### config.mk
export PLATFORM = sky130hd
export DESIGN_NAME = mp_seq_ctrl_flat
export DESIGN_NICKNAME = d
export VERILOG_FILES = /design/src/rtl/mp_seq_ctrl_if.sv /design/src/rtl/mp_seq_ctrl.sv /design/src/flat_wrapper.sv
export SDC_FILE = /design/constraint.sdc
export NUM_CORES = 1
export LEC_CHECK = 0
export ABC_AREA = 1
export CORE_UTILIZATION = 47
export DETAILED_ROUTE_END_ITERATION = 8
export GPL_TIMING_DRIVEN = 0
export PLACE_DENSITY = 0.75
export SYNTH_ARGS = -nofsm -noshare
export SYNTH_HDL_FRONTEND = slang
export SYNTH_SLANG_ARGS = --single-unit
### constraint.sdc
create_clock -name clk -period 1.6 [get_ports clk]
set_input_delay 0.16 -clock clk [delete_from_list [all_inputs] [get_ports clk]]
set_output_delay 0.16 -clock clk [all_outputs]
set_load 0.05 [all_outputs]
### src/rtl/mp_seq_ctrl_if.sv
// Handshake and status bundle between the sequencer and its arithmetic-unit host.
// The slave side belongs to mp_seq_ctrl; the master side drives requests and watches status.
interface mp_seq_ctrl_if;
  logic       op_start;
  logic       op_done;
  logic       interrupt;
  logic       abort;
  logic [3:0] state;
  logic       op_rd;
  logic       opnd_rd;
  logic [1:0] opnd_idx;
  logic       cal_en;
  logic       result_valid;
  logic       busy;
  logic       error;
  logic [7:0] op_count;

  modport slave (
    input  op_start, op_done, interrupt, abort,
    output state, op_rd, opnd_rd, opnd_idx, cal_en, result_valid, busy, error, op_count
  );

  modport master (
    output op_start, op_done, interrupt, abort,
    input  state, op_rd, opnd_rd, opnd_idx, cal_en, result_valid, busy, error, op_count
  );
endinterface

### src/rtl/mp_seq_ctrl.sv
// Multi-phase operation sequencer: opcode read, operand reads, arithmetic with timeout,
// then select/loop; all outputs are Moore decodes of the state register and counters.
module mp_seq_ctrl #(
  parameter int N_OPND   = 2,
  parameter int WAIT_CYC = 1,
  parameter int TIMEOUT  = 255,
  parameter int MAX_OPS  = 0
) (
  input  logic          clk,
  input  logic          reset_n,
  mp_seq_ctrl_if.slave  bus
);

  typedef enum logic [3:0] {
    S_INIT      = 4'd0,
    S_OP_READ   = 4'd1,
    S_OP_WAIT1  = 4'd2,
    S_OPND_READ = 4'd3,
    S_OP_WAIT2  = 4'd5,
    S_OP_CAL    = 4'd6,
    S_SELECT    = 4'd7,
    S_RESULT    = 4'd8,
    S_ERROR     = 4'd9
  } state_t;

  localparam logic [2:0] WAIT_LAST = 3'(WAIT_CYC - 1);
  localparam logic [1:0] OPND_LAST = 2'(N_OPND - 1);
  localparam logic [7:0] TO_LAST   = 8'(TIMEOUT - 1);

  state_t     r_state;
  state_t     w_stateNext;
  logic [2:0] r_waitCnt;
  logic [1:0] r_opndIdx;
  logic [7:0] r_toCnt;
  logic [7:0] r_opCount;
  logic [7:0] w_opCountInc;
  logic       w_stopRun;

  assign w_opCountInc = (r_opCount == 8'hFF) ? r_opCount : r_opCount + 8'd1;
  assign w_stopRun    = bus.interrupt || ((MAX_OPS != 0) && (int'(w_opCountInc) >= MAX_OPS));

  always_ff @(posedge clk or negedge reset_n) begin
    if (!reset_n) r_state <= S_INIT;
    else          r_state <= w_stateNext;
  end

  // abort overrides every state; op_done is only looked at in OP_CAL and wins over timeout
  always_comb begin
    w_stateNext = r_state;
    if (bus.abort) begin
      w_stateNext = S_INIT;
    end else begin
      case (r_state)
        S_INIT:      if (bus.op_start) w_stateNext = S_OP_READ;
        S_OP_READ:   w_stateNext = (WAIT_CYC == 0) ? S_OPND_READ : S_OP_WAIT1;
        S_OP_WAIT1:  if (r_waitCnt == WAIT_LAST) w_stateNext = S_OPND_READ;
        S_OPND_READ: if (r_opndIdx == OPND_LAST)
                       w_stateNext = (WAIT_CYC == 0) ? S_OP_CAL : S_OP_WAIT2;
        S_OP_WAIT2:  if (r_waitCnt == WAIT_LAST) w_stateNext = S_OP_CAL;
        S_OP_CAL: begin
          if (bus.op_done)             w_stateNext = S_SELECT;
          else if (r_toCnt == TO_LAST) w_stateNext = S_ERROR;
        end
        S_SELECT:    w_stateNext = w_stopRun ? S_RESULT : S_OP_READ;
        S_RESULT:    w_stateNext = S_RESULT;
        S_ERROR:     w_stateNext = S_ERROR;
        default:     w_stateNext = S_INIT;
      endcase
    end
  end

  // Phase counters run only while their phase persists, so each clears on entry.
  always_ff @(posedge clk or negedge reset_n) begin
    if (!reset_n) begin
      r_waitCnt <= 3'd0;
      r_opndIdx <= 2'd0;
      r_toCnt   <= 8'd0;
      r_opCount <= 8'd0;
    end else if (bus.abort) begin
      r_waitCnt <= 3'd0;
      r_opndIdx <= 2'd0;
      r_toCnt   <= 8'd0;
      r_opCount <= 8'd0;
    end else begin
      r_waitCnt <= ((r_state == S_OP_WAIT1 || r_state == S_OP_WAIT2) && w_stateNext == r_state)
                   ? r_waitCnt + 3'd1 : 3'd0;
      r_opndIdx <= (r_state == S_OPND_READ && w_stateNext == S_OPND_READ) ? r_opndIdx + 2'd1 : 2'd0;
      r_toCnt   <= (r_state == S_OP_CAL && w_stateNext == S_OP_CAL) ? r_toCnt + 8'd1 : 8'd0;
      if (r_state == S_SELECT) r_opCount <= w_opCountInc;
    end
  end

  assign bus.state        = r_state;
  assign bus.op_rd        = (r_state == S_OP_READ);
  assign bus.opnd_rd      = (r_state == S_OPND_READ);
  assign bus.opnd_idx     = (r_state == S_OPND_READ) ? r_opndIdx : 2'd0;
  assign bus.cal_en       = (r_state == S_OP_CAL);
  assign bus.result_valid = (r_state == S_RESULT);
  assign bus.error        = (r_state == S_ERROR);
  assign bus.busy         = !(r_state == S_INIT || r_state == S_RESULT || r_state == S_ERROR);
  assign bus.op_count     = r_opCount;

endmodule

### src/flat_wrapper.sv
// flat-port wrapper written by rule: the top's interface ports become plain ports
module mp_seq_ctrl_flat 
#(
  parameter int N_OPND   = 2,
  parameter int WAIT_CYC = 1,
  parameter int TIMEOUT  = 255,
  parameter int MAX_OPS  = 0
)
  (clk, reset_n, bus_op_start, bus_op_done, bus_interrupt, bus_abort, bus_state, bus_op_rd, bus_opnd_rd, bus_opnd_idx, bus_cal_en, bus_result_valid, bus_busy, bus_error, bus_op_count);
  mp_seq_ctrl_if bus_i ();
  input  logic clk;
  input  logic reset_n;
  input wire logic [$bits(bus_i.op_start)-1:0] bus_op_start;
  input wire logic [$bits(bus_i.op_done)-1:0] bus_op_done;
  input wire logic [$bits(bus_i.interrupt)-1:0] bus_interrupt;
  input wire logic [$bits(bus_i.abort)-1:0] bus_abort;
  output wire logic [$bits(bus_i.state)-1:0] bus_state;
  output wire logic [$bits(bus_i.op_rd)-1:0] bus_op_rd;
  output wire logic [$bits(bus_i.opnd_rd)-1:0] bus_opnd_rd;
  output wire logic [$bits(bus_i.opnd_idx)-1:0] bus_opnd_idx;
  output wire logic [$bits(bus_i.cal_en)-1:0] bus_cal_en;
  output wire logic [$bits(bus_i.result_valid)-1:0] bus_result_valid;
  output wire logic [$bits(bus_i.busy)-1:0] bus_busy;
  output wire logic [$bits(bus_i.error)-1:0] bus_error;
  output wire logic [$bits(bus_i.op_count)-1:0] bus_op_count;
  assign bus_i.op_start = bus_op_start;
  assign bus_i.op_done = bus_op_done;
  assign bus_i.interrupt = bus_interrupt;
  assign bus_i.abort = bus_abort;
  assign bus_state = bus_i.state;
  assign bus_op_rd = bus_i.op_rd;
  assign bus_opnd_rd = bus_i.opnd_rd;
  assign bus_opnd_idx = bus_i.opnd_idx;
  assign bus_cal_en = bus_i.cal_en;
  assign bus_result_valid = bus_i.result_valid;
  assign bus_busy = bus_i.busy;
  assign bus_error = bus_i.error;
  assign bus_op_count = bus_i.op_count;
  mp_seq_ctrl #(.N_OPND(N_OPND), .WAIT_CYC(WAIT_CYC), .TIMEOUT(TIMEOUT), .MAX_OPS(MAX_OPS)) u_core (.clk(clk), .reset_n(reset_n), .bus(bus_i));
endmodule
# Word level (Yosys, flattened, before mapping)
# Cells that the tools add are included.
totals:
  ff_bits: 25
  word_cells: 54
  in_bits: 6
  out_inout_bits: 20
classes:
  muxes: 19
  n_eq_ne: 15
  n_addsub: 4
  n_reduce_logical: 11
ops:
  columns: ["op", "count"]
  rows:
  - ["two-way mux 8 bit", 5]
  - ["case mux 4 bit (9 select lines)", 1]
  - ["two-way mux 4 bit", 8]
  - ["adder 8 x 1 -> 8 bit, second input constant", 2]
  - ["equality test 4 x 3 -> 1 bit, second input constant", 4]
  - ["equality test 8 bit, second input constant", 2]
  - ["equality test 4 x 2 -> 1 bit, second input constant", 3]
  - ["equality test 4 bit, second input constant", 2]
  - ["two-way mux 2 bit", 3]
  - ["two-way mux 3 bit", 2]
  - ["equality test 4 x 1 -> 1 bit, second input constant", 1]
  - ["equality test 4 bit", 1]
  - ["logical NOT 4 bit", 1]
  - ["adder 3 x 1 -> 3 bit, second input constant", 1]
  - ["logical AND 1 bit", 3]
  - ["logical NOT 3 bit", 1]
  - ["logical OR 1 bit", 3]
  - ["adder 2 x 1 -> 2 bit, second input constant", 1]
  - ["equality test 2 x 1 -> 1 bit, second input constant", 1]
  - ["inequality test 2 bit, second input constant", 1]
  - ["AND reduction 2 bit", 1]
  - ["nonzero test 2 bit", 1]
  - ["logical NOT 1 bit", 1]

# Depth between registers and ports, before layout
# Gate-level depths: netlist of the first run.
depth:
  depth_word: 9
  mapped_depth: 14
  ltp_nobuf: 14

# Worst setup path before layout of the first run
# OpenSTA, ideal clock, no wires.
synth_path:
  kind: "reg-to-output"
  start: "register u_core.r_state[0] (netlist: u_core.bus.state[0])"
  end: "output bus_opnd_idx[0]"
  t_arrival_ps: 2261
  required_ps: 1440
  slack_ps: -821
  path_stages_with_launch: 6
  path_cell_list: "dfrtp_1 buf_4 nand2_2 nor2_2 inv_1 nor2_1"
synth_via:
  elab_chain_cells: 2
synth_lines:
  columns: ["element", "line_no", "text"]
  rows:
  - ["from (decl)", "mp_seq_ctrl.sv:30", "state_t r_state;"]
  - ["from (signal assigned)", "mp_seq_ctrl.sv:44", "else r_state <= w_stateNext;"]
  - ["equality test 4 x 2 -> 1 bit", null, null]
  - ["named net bus_opnd_rd", "flat_wrapper.sv:19", "output wire logic [$bits(bus_i.opnd_rd)-1:0] bus_opnd_rd;"]
  - ["two-way mux 2 bit", "mp_seq_ctrl.sv:96", "assign bus.opnd_idx = (r_state == S_OPND_READ) ? r_opndIdx : 2'd0;"]
  - ["to (decl)", "flat_wrapper.sv:20", "output wire logic [$bits(bus_i.opnd_idx)-1:0] bus_opnd_idx;"]
# The timed path passes the listed nets, and every way through them passes these cells.

# Worst setup path after layout of the first run
layout_path:
  start: "register u_core.r_state[1] (netlist: u_core.bus.state[1])"
  end: "register u_core.r_opndIdx[1]"
layout_via:
  elab_cells_between_ends: 21
layout_rtl:
  columns: ["element", "line_no", "text"]
  rows:
  - ["equality test 4 bit (tied with other cells)", "mp_seq_ctrl.sv:53", "case (r_state)"]
  - ["case mux 4 bit (9 select lines) *", "mp_seq_ctrl.sv:53", null]
  - ["two-way mux 4 bit *", "mp_seq_ctrl.sv:50", "if (bus.abort) begin"]
  - ["named net u_core.w_stateNext[0]", "mp_seq_ctrl.sv:31", "state_t w_stateNext;"]
  - ["equality test 4 x 2 -> 1 bit *", "mp_seq_ctrl.sv:87", "r_opndIdx <= (r_state == S_OPND_READ && w_stateNext == S_OPND_READ) ? r_opndIdx + 2'd1 : 2'd0;"]
  - ["logical AND 1 bit *", "mp_seq_ctrl.sv:87", null]
  - ["two-way mux 2 bit *", "mp_seq_ctrl.sv:87", null]
  - ["two-way mux 2 bit *", "mp_seq_ctrl.sv:79", "end else if (bus.abort) begin"]
  - ["to (signal assigned)", "mp_seq_ctrl.sv:87", null]
  - ["to (decl)", "mp_seq_ctrl.sv:33", "logic [1:0] r_opndIdx;"]
# Mark *: on every way through the listed nets, which the timed path passes. The rest lies on a longest branch.
# A chain may end at the register's enable or synchronous reset.

==> results.json, run 1 <==
{
  "met1_usage_pct": 28.4,
  "drt_iter0_drc": 86,
  "p_int_uw": 937,
  "insertion_delay_ns": 0.34,
  "crit_fanout": 6,
  "instances_no_fill": 296,
  "portBuffers": 25,
  "cellPowerDensity_mw_per_mm2": 620,
  "setup_violations": 18,
  "power.share.combinational_pct": 33.1,
  "switchingPower_uw": 507,
  "relSlewSlack_pct": 25.6,
  "yosysSeqAreaShare_pct": 41.4,
  "hold_viol": 0,
  "critical-path-top-delay-family": "simple AND/OR/NAND/NOR gates",
  "cts_tree": "done",
  "num_antenna_cells": 0,
  "seqPwrFrac_pct": 45.4,
  "cts-hold-fix-buffers": 0,
  "maxSlewViolCount": 0,
  "initial_core_util_pct": 49.5,
  "synth_mux_area_share_pct": 0,
  "postRouteWirelength_um": 4640,
  "cp-start-kind": "register",
  "die_h_um": 58.7,
  "tns_ns": -2.25,
  "grtUsageMet2_pct": 40.9,
  "firstDrtPassIters": 4,
  "synth_top_area_share_pct": 41.4,
  "ys_ff_latch": 25,
  "r2r-start": "u_core.bus.state[1]",
  "reg2reg_slack_ns": -0.20,
  "cap_violations": 0,
  "violations": "setup timing",
  "design.core.area_mm2": 0.00305,
  "synth.avg_cell_area_um2": 7.88,
  "layout_min_cycle_time_ns": 1.80,
  "synth_top_family_by_area": "simple AND/OR/NAND/NOR gates",
  "syn_area_mm2": 0.00151,
  "grt_remaining_overflow": 0,
  "switching_share_pct": 35.1,
  "post-route-period-util_pct": 113,
  "tightest_slew_ns": 1.11,
  "synth.most_common_cell": "inv_1",
  "reg2regPathDepth": 12,
  "drive_gt1_share_pct": 50.8,
  "fmax_mhz": 555,
  "synth_xor_area_share_pct": 4.05,
  "grt_pass1_vias": 1455,
  "cts.clk_slew.worst_paths_ns": 0.15,
  "use_met3_pct": 3.52,
  "synth_top_cell_by_area": "dfrtp_1",
  "htreeDepth": 1,
  "synth-edff-count": 0,
  "path_cells": "inv_4 -> buf_12 -> nor2_4 -> nand2_2 -> clkinv_4 -> nand2_2 -> nand3_4 -> nand2_4 -> buf_4 -> inv_2 -> nand3_1 -> nor2_1",
  "post_synth_num_cell_types": 28,
  "antenna_found_initial": 0,
  "clockBufferDepth": 2,
  "slowest_stage": "dfrtp_2",
  "yosys-top-cells-count": "inv_1, nand2_1, nor2_1, dfrtp_1, nand3_1",
  "area_delta_synth_final_pct": 54.0,
  "cts.sinks": 25,
  "synth_fa_ha_area_share_pct": 4.96,
  "rows": 20,
  "worst_setup_path_end_kind": "register",
  "grt_max_degree": 26,
  "synth_compound_area_share_pct": 8.44,
  "gp_congestion": 0.864,
  "stdcell_area_mm2": 0.00233,
  "p_leak_nw": 1.15,
  "fin_ws_ns": -0.202,
  "synth-simple-area-share_pct": 31.1,
  "status": "complete, but fails checks",
  "viasPerCell": 5.22,
  "cts_made_buffers": 3,
  "grt_first_pass_wirelength_um": 6150,
  "rsz0062_at_grt": "yes",
  "die_x_um": 58.7,
  "die_area_mm2": 0.00345,
  "ys.flop_type": "dfrtp_1",
  "gr-max-usage-layer": "met2",
  "final_net_count": 265,
  "ioPinCount": 26,
  "nFillCells": 232,
  "synthArstFlopShare_pct": 100,
  "ys.warnings.count": 0,
  "slowest_delay_ns": 0.52,
  "post-route-util_pct": 76.3,
  "wire_per_inst_um": 15.7,
  "drc_errors": 0,
  "dpl.cell_count": 261,
  "cp_num_buf_inv": 5,
  "grt_use_total_pct": 23.4,
  "cts_root_buffer": "clkbuf_4",
  "synth_area_leaders": "dfrtp_1, inv_1, nand2_1",
  "p_clk_share_pct": 21.5,
  "crit_path_frequent_cell": "nand2_2",
  "synthCells": 192,
  "cp_data_arrival_time_ns": 2.08,
  "path_class": "reg2reg",
  "fin_worst_skew_ns": 0.0126,
  "syn-num-nets": 204,
  "num_vias": 1544,
  "timing.rr.end": "u_core.r_opndIdx[1]",
  "hpwl_um": 2560,
  "placed_area_mm2": 0.00190,
  "worstPathRequired_ns": 1.88,
  "ant_nets": 0,
  "ir_drop_uv": 319,
  "min_path_type": "in2async"
}
## per-layer routing
metal  part of all wire, %  vias up
li1                      -      717
met1                    36      726
met3                   5.4       33
met5                     0        -
met4                   7.3        0
met2                    51       68
## flip-flops by register name, summed over array words and instances (netlist names)
| signal | flops |
|---|---|
| u_core.bus.op_count | 8 |
| u_core.bus.state | 4 |
| u_core.r_opndIdx | 2 |
| u_core.r_toCnt | 8 |
| u_core.r_waitCnt | 3 |
## final cells by class
cell class	count	area, um2	share of cell area, %
multi-input combinational	129	955	41.0
sequential	25	636	27.3
inverter	36	145	6.23
tap	44	55.1	2.36
clock buffer	4	26.3	1.13
timing repair buffer	56	497	21.3
buffer	2	16.3	0.698
## cells by family after synthesis
kind of cell             after synthesis
flip-flops                            25
AO/OA/AOI/OAI                         21
buffers and inverters                 38
AND/OR/NAND/NOR                       95
adder cells (fa/ha/maj)                6
XOR/XNOR                               7
## power groups by stage
stage               Clock [mW]  Combinational, mW  Sequential [mW]
floorplan                    0              0.165            0.686
global placement             0              0.266            0.666
detailed placement           0              0.272            0.666
CTS                      0.293              0.343            0.653
global route             0.334              0.504            0.658
finish                   0.310              0.479            0.656
## worst max-delay path by stage
stage	startpoint	to	slack, ns	cells after the start
6_report	u_core.bus.state[1]	u_core.r_opndIdx[1]	-0.20	12
5_1_grt	u_core.bus.state[1]	u_core.r_opndIdx[1]	-0.30	12
4_1_cts	u_core.r_waitCnt[1]	u_core.r_waitCnt[0]	-0.06	12
3_3_place_gp	u_core.bus.state[2]	bus_opnd_idx[0]	-0.37	6
3_5_place_dp	u_core.bus.state[2]	bus_opnd_idx[0]	-0.38	6
2_1_floorplan	u_core.bus.state[2]	u_core.r_waitCnt[2]	-0.13	10
## timing repair
item	in CTS	in global routing
setup buffers	21	10
gates resized for setup	79	50
pin swaps	15	21
setup endpoints to repair	34	24
## through the flow
step / power, mW / hold WS [ns] / setup WS (ns)
2_1_floorplan: 0.851 / -0.136 / -0.129
3_3_place_gp: 0.932 / 0.443 / -0.372
3_5_place_dp: 0.938 / 0.470 / -0.380
4_1_cts: 1.29 / 0.444 / -0.0582
5_1_grt: 1.50 / 0.460 / -0.302
6_report: 1.44 / 0.392 / -0.202
## layout by cell type, fill, tap and decap left out, drive strengths merged, types with 2 or more instances in the layout
master / instances
nor2: 33
ha: 6
xnor2: 2
o21ai: 8
a31oi: 2
nand3b: 2
a21oi: 7
nand3: 14
buf: 40
dfrtp: 25
xor2: 5
inv: 35
nor3: 7
clkdlybuf4s50: 5
a211oi: 2
dlygate4sd2: 9
nand2: 38
clkbuf: 7
Note: power is estimated with default switching activity, not from simulation.
==> run 2: changes to the inputs <==
CORE_UTILIZATION = 35   (was 47)
PLACE_DENSITY = default   (was 0.75)
==> results.json, run 2 (synthesis results as in run 1) <==
{
  "cts_root_buffer": "clkbuf_8",
  "slowest_delay_ns": 0.47,
  "gp_congestion": 0.854,
  "hpwl_um": 2230,
  "cap_violations": 0,
  "tns_ns": -0.246,
  "rows": 23,
  "report.power.total_mw": 1.50,
  "cts.sinks": 25,
  "seqCellArea_um2": 636,
  "fin_ws_ns": -0.0411,
  "relSlewSlack_pct": 24.3,
  "antenna_found_initial": 0,
  "area_delta_synth_final_pct": 59.3,
  "final_net_count": 255,
  "insertion_delay_ns": 0.27,
  "switching_share_pct": 33.0,
  "p_leak_nw": 1.14,
  "wire_per_inst_um": 12.9,
  "crit_fanout": 8,
  "num_vias": 1395,
  "p_clk_share_pct": 25.4,
  "setup_violations": 13,
  "slowest_stage": "dfrtp_2",
  "grt_max_degree": 26,
  "layout_common_cells": "inv_1, dfrtp_1, buf_4",
  "mostFrequentLayoutCell": "inv_1",
  "rsz0062_at_grt": "yes",
  "die_x_um": 67.7,
  "switchingPower_uw": 494,
  "ant_nets": 0,
  "fmax_mhz": 609,
  "layout_min_cycle_time_ns": 1.64,
  "path_class": "reg2reg",
  "cp_data_arrival_time_ns": 1.84,
  "grt_use_total_pct": 15.6,
  "design.core.area_mm2": 0.00409,
  "htreeDepth": 1,
  "nFillCells": 366,
  "post-route-period-util_pct": 103,
  "cts.clk_slew.worst_paths_ns": 0.08,
  "violations": "setup timing",
  "drt_iter0_drc": 31,
  "drc_errors": 0,
  "ir_drop_uv": 256,
  "cp-start-kind": "register",
  "die_h_um": 67.7,
  "cellPowerDensity_mw_per_mm2": 621,
  "die_area_mm2": 0.00459,
  "cts_made_buffers": 3,
  "clockBufferDepth": 2,
  "worst_setup_path_end_kind": "register",
  "worstPathRequired_ns": 1.80,
  "portBuffers": 25,
  "grt_pass1_vias": 1198,
  "drive_gt1_share_pct": 52.9,
  "initial_core_util_pct": 37.0,
  "postRouteWirelength_um": 3770,
  "seqPwrFrac_pct": 43.8,
  "grt_remaining_overflow": 0,
  "p_int_mw": 1.00,
  "crit_path_frequent_cell": "nand2_4",
  "viasPerCell": 4.78,
  "min_path_type": "reg2reg",
  "tightest_slew_ns": 1.13,
  "cts_tree": "done",
  "ioPinCount": 26,
  "multi_input_area_mm2": 0.00108,
  "path_cells": "inv_4 -> buf_12 -> nor2_4 -> nand2_4 -> clkinv_4 -> nand2_4 -> nand2_4 -> nand2_4 -> inv_2 -> nand4_4 -> nor2_1",
  "grt_first_pass_wirelength_um": 5340,
  "firstDrtPassIters": 4,
  "power.share.combinational_pct": 30.8,
  "post-route-util_pct": 59.0,
  "status": "complete, but fails checks",
  "num_antenna_cells": 0,
  "maxSlewViolCount": 0,
  "fin_worst_skew_ns": 0.00968,
  "hold_viol": 0
}
## run 2: cell types whose count changed in the layout (fill, tap and decap cells not counted), sizes merged
cell           previous run  this run
buf                      40        30
dlygate4sd2               9        12
clkdlybuf4s15             1         0
clkbuf                    7         5
## run 2: stage by stage
| stage | hold slack [ns] | setup WS, ns | instance area, um2 | std cells |
|---|---|---|---|---|
| after floorplan | -0.136 | -0.129 | 1590 | 192 |
| after global placement | 0.447 | -0.399 | 1900 | 267 |
| after detailed placement | 0.458 | -0.395 | 1900 | 267 |
| after CTS | 0.470 | 0.000902 | 1980 | 277 |
| after global routing | 0.498 | -0.168 | 2410 | 292 |
| final | 0.463 | -0.0411 | 2410 | 292 |
## run 2: final cells by class
class | count | share of cell area (%)
plain buffers | 2 | 0.831
clock buffers | 4 | 1.87
inverters | 36 | 6.13
multi-input cells | 129 | 44.7
flip-flops and latches | 25 | 26.4
well taps | 50 | 2.60
repair buffers | 46 | 17.5
## run 2: critical path, delay by kind of cell (launching register included)
kind | cells | cell delay (ns)
buf+inv | 4 | 0.36
flops | 1 | 0.47
simple gates | 7 | 0.74
## run 2: what timing repair did
item / 4_1_cts / 5_1_grt
pin swaps: 4 / 29
gates cloned: 0 / 0
hold endpoints to repair: 0 / 0
endpoints found under the setup margin: 32 / 25
hold buffers: 0 / 0
setup buffers: 6 / 15
resized for setup: 61 / 90
## run 2: final timing paths
| kind | end | slack, ns | depth (start not counted) | start |
|---|---|---|---|---|
| max | u_core.r_toCnt[0] | -0.04 | 11 | u_core.bus.state[1] |
| min | u_core.r_opndIdx[0] | 0.46 | 1 | u_core.r_opndIdx[0] |
| max reg2reg | u_core.r_toCnt[0] | -0.04 | 11 | u_core.bus.state[1] |
| min reg2reg | u_core.r_opndIdx[0] | 0.46 | 1 | u_core.r_opndIdx[0] |
| max in group asynchronous | u_core.bus.state[0] | 0.34 | 1 | reset_n |
| min in group asynchronous | u_core.r_waitCnt[2] | 0.48 | 1 | reset_n |
## run 2: layer usage
layer,routed length (um),track usage (%),up-vias
li1,-,-,704
met1,1700,21.1,660
met2,1910,24.9,24
met3,88,1.52,7
met4,71,7.18,0
met5,0,0,-
## run 2: power by group through the flow
stage / registers [mW] / logic [mW] / clock network, mW
2_1_floorplan: 0.686 / 0.165 / 0
3_3_place_gp: 0.667 / 0.269 / 0
3_5_place_dp: 0.667 / 0.270 / 0
4_1_cts: 0.653 / 0.284 / 0.389
5_1_grt: 0.656 / 0.495 / 0.420
6_report: 0.655 / 0.461 / 0.380
==> run 3: changes to the inputs <==
TNS_END_PERCENT = 100   (was default)
==> results of run 3 <==
Same layout as run 2: the final DEF is identical, and so are final timing and power.
